<file path="src/rtl/hart_monitor.sv">
// rtl/hart_monitor.sv - run-control monitor: state sequencing, PC write gating, trap latch, counters
// Optional PC-stall watchdog enabled by defining MONITOR_WDT_EN.
module hart_monitor #(
    parameter int                   DATA_WIDTH = 64,
    parameter int                   IRQ_WIDTH  = 6,
    parameter logic [IRQ_WIDTH-1:0] ERR_MASK   = 6'b001111,
    parameter int                   CNT_WIDTH  = 32,
    parameter int                   WDT_LIMIT  = 1024
) (
    input  logic                           clk_i,
    input  logic                           rst_i,
    input  logic [IRQ_WIDTH-1:0]           interrupts_i,
    input  logic [DATA_WIDTH-1:0]          pc_i,
    input  logic                           step_mode_i,
    input  logic                           run_i,
    input  logic                           step_i,
    output logic                           pc_we_o,
    output logic [2:0]                     state_o,
    output logic [$clog2(IRQ_WIDTH+1)-1:0] cause_o,
    output logic [DATA_WIDTH-1:0]          trap_pc_o,
    output logic [CNT_WIDTH-1:0]           cycle_o,
    output logic [CNT_WIDTH-1:0]           instret_o
);
    localparam int CW = $clog2(IRQ_WIDTH + 1);

    typedef enum logic [2:0] {
        ST_RST   = 3'd0,
        ST_RUN   = 3'd1,
        ST_HALT  = 3'd2,
        ST_ERROR = 3'd3,
        ST_STEP  = 3'd4
    } state_t;

    state_t          state, state_n;
    logic            active, err, trap, wdt_fire, latch;
    logic [CW-1:0]   irq_idx, cause_n;

    assign active  = (state == ST_RUN) || (state == ST_STEP);
    assign err     = |(interrupts_i & ERR_MASK);
    assign trap    = |interrupts_i;
    assign pc_we_o = active && !trap;
    assign state_o = state;

    // Lowest set bit wins: bit 0 is the highest-priority source.
    always_comb begin
        irq_idx = '0;
        for (int i = IRQ_WIDTH - 1; i >= 0; i--) begin
            if (interrupts_i[i]) irq_idx = CW'(i);
        end
    end

`ifdef MONITOR_WDT_EN
    localparam int SW = $clog2(WDT_LIMIT + 1);
    logic [SW-1:0]         stall_cnt;
    logic [DATA_WIDTH-1:0] prev_pc;
    logic                  stalled;

    assign stalled  = (state == ST_RUN) && (pc_i == prev_pc);
    assign wdt_fire = stalled && (stall_cnt == SW'(WDT_LIMIT - 1));

    // prev_pc tracks pc_i every cycle; only the count needs clearing on reset.
    always_ff @(posedge clk_i) begin
        prev_pc <= pc_i;
        if (rst_i || !stalled) stall_cnt <= '0;
        else                   stall_cnt <= stall_cnt + SW'(1);
    end
`else
    assign wdt_fire = 1'b0 & (WDT_LIMIT == 0);
`endif

    always_comb begin
        state_n = state;
        latch   = 1'b0;
        cause_n = irq_idx;
        case (state)
            ST_RST:  state_n = step_mode_i ? ST_HALT : ST_RUN;
            ST_RUN, ST_STEP: begin
                if (err) begin
                    state_n = ST_ERROR;
                    latch   = 1'b1;
                end else if (trap) begin
                    state_n = ST_HALT;
                    latch   = 1'b1;
                end else if (wdt_fire) begin
                    state_n = ST_ERROR;
                    latch   = 1'b1;
                    cause_n = CW'(IRQ_WIDTH);
                end else if (state == ST_STEP) begin
                    state_n = ST_HALT;
                end
            end
            ST_HALT: begin
                if (run_i)       state_n = ST_RUN;
                else if (step_i) state_n = ST_STEP;
            end
            ST_ERROR: state_n = ST_ERROR;
            default:  state_n = ST_RST;
        endcase
    end

    always_ff @(posedge clk_i) begin
        if (rst_i) begin
            state     <= ST_RST;
            cause_o   <= '0;
            trap_pc_o <= '0;
            cycle_o   <= '0;
            instret_o <= '0;
        end else begin
            state <= state_n;
            if (latch) begin
                cause_o   <= cause_n;
                trap_pc_o <= pc_i;
            end
            if (active)  cycle_o   <= cycle_o + CNT_WIDTH'(1);
            if (pc_we_o) instret_o <= instret_o + CNT_WIDTH'(1);
        end
    end
endmodule

</file>
<file path="config.mk">
export PLATFORM = sky130hd
export DESIGN_NAME = hart_monitor
export DESIGN_NICKNAME = d
export VERILOG_FILES = /design/src/rtl/hart_monitor.sv
export SDC_FILE = /design/constraint.sdc
export NUM_CORES = 1
export LEC_CHECK = 0
export ABC_AREA = 0
export CORE_ASPECT_RATIO = 1.1
export CORE_MARGIN = 2
export CORE_UTILIZATION = 27
export DETAILED_ROUTE_END_ITERATION = 12
export PLACE_DENSITY = 0.53
export SYNTH_ARGS = -nofsm -noshare
export SYNTH_HDL_FRONTEND = slang
export SYNTH_SLANG_ARGS = --single-unit
</file>
<file path="constraint.sdc">
create_clock -name clk_i -period 2.2 [get_ports clk_i]
set_input_delay 0.22 -clock clk_i [delete_from_list [all_inputs] [get_ports clk_i]]
set_output_delay 0.22 -clock clk_i [all_outputs]
set_load 0.005 [all_outputs]
</file>
==> out/results.txt, run 1 <==
number of vias per cell: 4.69
CP Capture Point: instret_o[31]
Setup violations, final: 0
Flop pwr share: 0.406
clock skew: 0.00859 ns
Syn Std Cell Area: 5470 sq um
Die Width: 140 um
final period utilization: 0.992
Finished Cell Area: 8880 sq um
RR Startpoint: state_o[1]
Placement Cell Area: 8130 sq um
R2R depth: 5
routed len/inst: 14.9 um
Internal: 4.87 mW
status: finished, final reports clean
xor/xnor cell area share of the yosys netlist: 0.0705
hold violation count in the final report: 0
PnR worst setup slack: 0.0166 ns
Combinational Power Share: 0.128
Worst Tran Pin Value: 0.481 ns
clk buf depth: 2
aggregate global-route resource usage: 0.162
global-route wire length before repair: 27900 um
CTS Root Cell: clkbuf_16
EDFF count, synth: 0
power consumption: 6.39 mW
Post-route DRC: 0
Clock H-tree levels: 4
drt pass-1 iters: 6
Clock transition at path regs: 0.06 ns
drt initial violations: 238
Post-Synth Simple-Gate Area: 0.284
Sw Share: 0.239
Avg Cell Area, Syn: 8.12 sq um
vias after detailed routing: 5535
PwrDens: 720 nW/um^2
leakage: 3.15 nW
reg2reg setup slack: 0.02 ns
maximum clock rate: 458 MHz
Nets: 991
min Tclk post-route: 2.18 ns
hpwl dp: 12200 um
sequential area share after synthesis: 0.491
CTS tree: yes
Post-Place Cells: 1137
Core Area: 19900 sq um
Synth Flop Type: dfxtp_1
Clk pwr share: 0.465
layout cells sized above 1: 0.122
crit path from: state_o[1]
die height: 153 um
reg2reg end: instret_o[31]
std cell rows: 54
count of cell types in the netlist: 37
IO Count: 210
worst rel slew slack: 0.679
HP Class: in -> reg
Peak VDD IR: 585 uV
hold_buf cts: 0
GR Overflow Total: 0
Clock Sink Count: 134
Ant. Diodes: 0
ANT nets after route: 0
required time at the worst-slack endpoint: 2.50 ns
Net Sw Power: 1.53 mW
CP Class: reg -> reg
unrepaired setup endpoints after global routing: true
crit-path max FO: 2
Initial Util: 0.275
critical path data arrival time: 2.48 ns
total length of routed wires: 17600 um
Worst setup SP type: register
maxcap violations: 0
asr flop ratio synth: 0
Yosys reg bits: 134
CTS Buf Count: 17
Final Slew Violations: 0
fin cells: 1179
full die area: 21400 sq um
Synthesized Nets: 750
multiplexer area fraction after synthesis: 0.00412
largest family of logic cells by synthesized area: simple AND/OR/NAND/NOR gates
Synth Area in Compound Gates: 0.111
Port Buf Inserts: 209
area grow syn2layout: 62.5%
synthesized-area fraction occupied by adder cells: 0.00458
yosys warns: 0
largest net degree at the start of global routing: 63
pre-CTS setup slack: -0.705 ns
CP endpoint kind: register
routability congestion estimate from global placement: 0.759
antenna violations before repair: 0
clock latency on the worst-skew pair: 0.42 ns
vias in the first global route: 5202
Syn Inst Count: 673
flip-flops by register name, indices dropped and copies added, names as in the netlist:
| register | cells |
|---|---|
| instret_o | 32 |
| state_o | 3 |
| trap_pc_o | 64 |
| cause_o | 3 |
| cycle_o | 32 |
synthesized netlist by cell type (3+ instances only):
cell type | number | area, sq um
clkbuf_1 | 34 | 128
and4_1 | 6 | 52.6
nor2_1 | 59 | 221
nand4_1 | 26 | 163
nand2_1 | 153 | 574
dfxtp_1 | 134 | 2680
a21oi_1 | 90 | 450
nor4_1 | 7 | 43.8
or2_2 | 4 | 25.0
o21ai_0 | 6 | 30.0
nand3_1 | 23 | 115
xnor2_1 | 14 | 123
inv_1 | 9 | 33.8
and3_1 | 7 | 43.8
or3_1 | 11 | 68.8
or4_1 | 13 | 97.6
nor3_1 | 11 | 55.1
buf_1 | 3 | 11.3
o31ai_1 | 12 | 90.1
xor2_1 | 30 | 263
layout make-up:
cell class | count | area, sq um
inverter | 10 | 42.5
multi-input combinational | 493 | 2720
fill | 2008 | 11000
sequential | 134 | 2690
clock buffer | 21 | 470
tap | 252 | 315
clock inverter | 11 | 146
timing repair buffer | 258 | 2500
power by group through the flow:
stage / Clock, mW / Combinational (mW) / Sequential (mW)
5_1_grt: 3.16 / 0.909 / 2.61
3_5_place_dp: 0 / 0.839 / 2.65
3_3_place_gp: 0 / 0.838 / 2.65
6_report: 2.97 / 0.821 / 2.60
4_1_cts: 3.06 / 0.841 / 2.60
2_1_floorplan: 0 / 0.288 / 2.66
through the flow:
| stage | hold WS, ns | TNS (ns) | util |
|---|---|---|---|
| after global placement | 0.441 | -13.66 | 0.409 |
| final | 0.250 | 0 | 0.447 |
| after global routing | 0.251 | -0.0183 | 0.447 |
| after CTS | 0.227 | -0.180 | 0.444 |
| after detailed placement | 0.446 | -14.34 | 0.409 |
| after floorplan | 0.297 | -0.546 | - |
worst max-delay path, cell delays in order (launching register included):
cell and delay (ns):
dfxtp_2 0.32, or4b_4 0.47, or4_4 0.43, or3_4 0.40, nor3_4 0.13, mux2_4 0.31
cell families after synthesis:
family / after synthesis
compound gates: 113
flops: 134
xor+xnor: 44
buf+inv: 49
simple gates: 329
fa+ha+maj: 2
mux: 2
cell usage in the layout, fill, tap and decap left out, types with 17 or more instances in the layout:
cell | synthesis | layout
clkdlybuf4s50_1 | 0 | 201
nand2_1 | 153 | 152
dfxtp_1 | 134 | 132
a21oi_1 | 90 | 87
nor2_1 | 59 | 58
buf_4 | 0 | 44
xor2_1 | 30 | 30
nand4_1 | 26 | 26
nand3_1 | 23 | 23
clkbuf_16 | 0 | 17
timing repair:
action / 4_1_cts / 5_1_grt
cloned: 2 / 1
pin swaps: 14 / 9
endpoints found under the setup margin: 16 / 15
gates resized for setup: 16 / 12
setup buffers: 3 / 4
how the worst min path moves through the flow:
| stage | endpoint | start | depth (start not counted) | slack [ns] |
|---|---|---|---|---|
| 3_5_place_dp | trap_pc_o[2] | trap_pc_o[2] | 2 | 0.45 |
| 6_report | cycle_o[3] | rst_i | 2 | 0.25 |
| 3_3_place_gp | trap_pc_o[14] | trap_pc_o[14] | 2 | 0.44 |
| 5_1_grt | cycle_o[2] | rst_i | 2 | 0.25 |
| 2_1_floorplan | state_o[2] | run_i | 1 | 0.30 |
| 4_1_cts | cycle_o[4] | rst_i | 2 | 0.23 |
layer usage:
| metal | vias up | GRT usage | wire [um] |
|---|---|---|---|
| li1 | 2809 | - | - |
| met1 | 2556 | 0.200 | 8040 |
| met2 | 152 | 0.272 | 8270 |
| met3 | 18 | 0.0410 | 997 |
| met4 | 0 | 0.0576 | 287 |
| met5 | - | 0 | 0 |
Note: power is estimated with default switching activity, not from simulation.
==> run 2, diff against run 1 <==
--- a/config.mk
+++ b/config.mk
@@ -9,6 +9,7 @@
 export CORE_ASPECT_RATIO = 1.1
 export CORE_MARGIN = 2
 export CORE_UTILIZATION = 27
+export CTS_CLUSTER_DIAMETER = 50
 export DETAILED_ROUTE_END_ITERATION = 12
 export PLACE_DENSITY = 0.53
 export SYNTH_ARGS = -nofsm -noshare
==> results of run 2 <==
The final DEF is identical to that of run 1; final timing and power are the same.
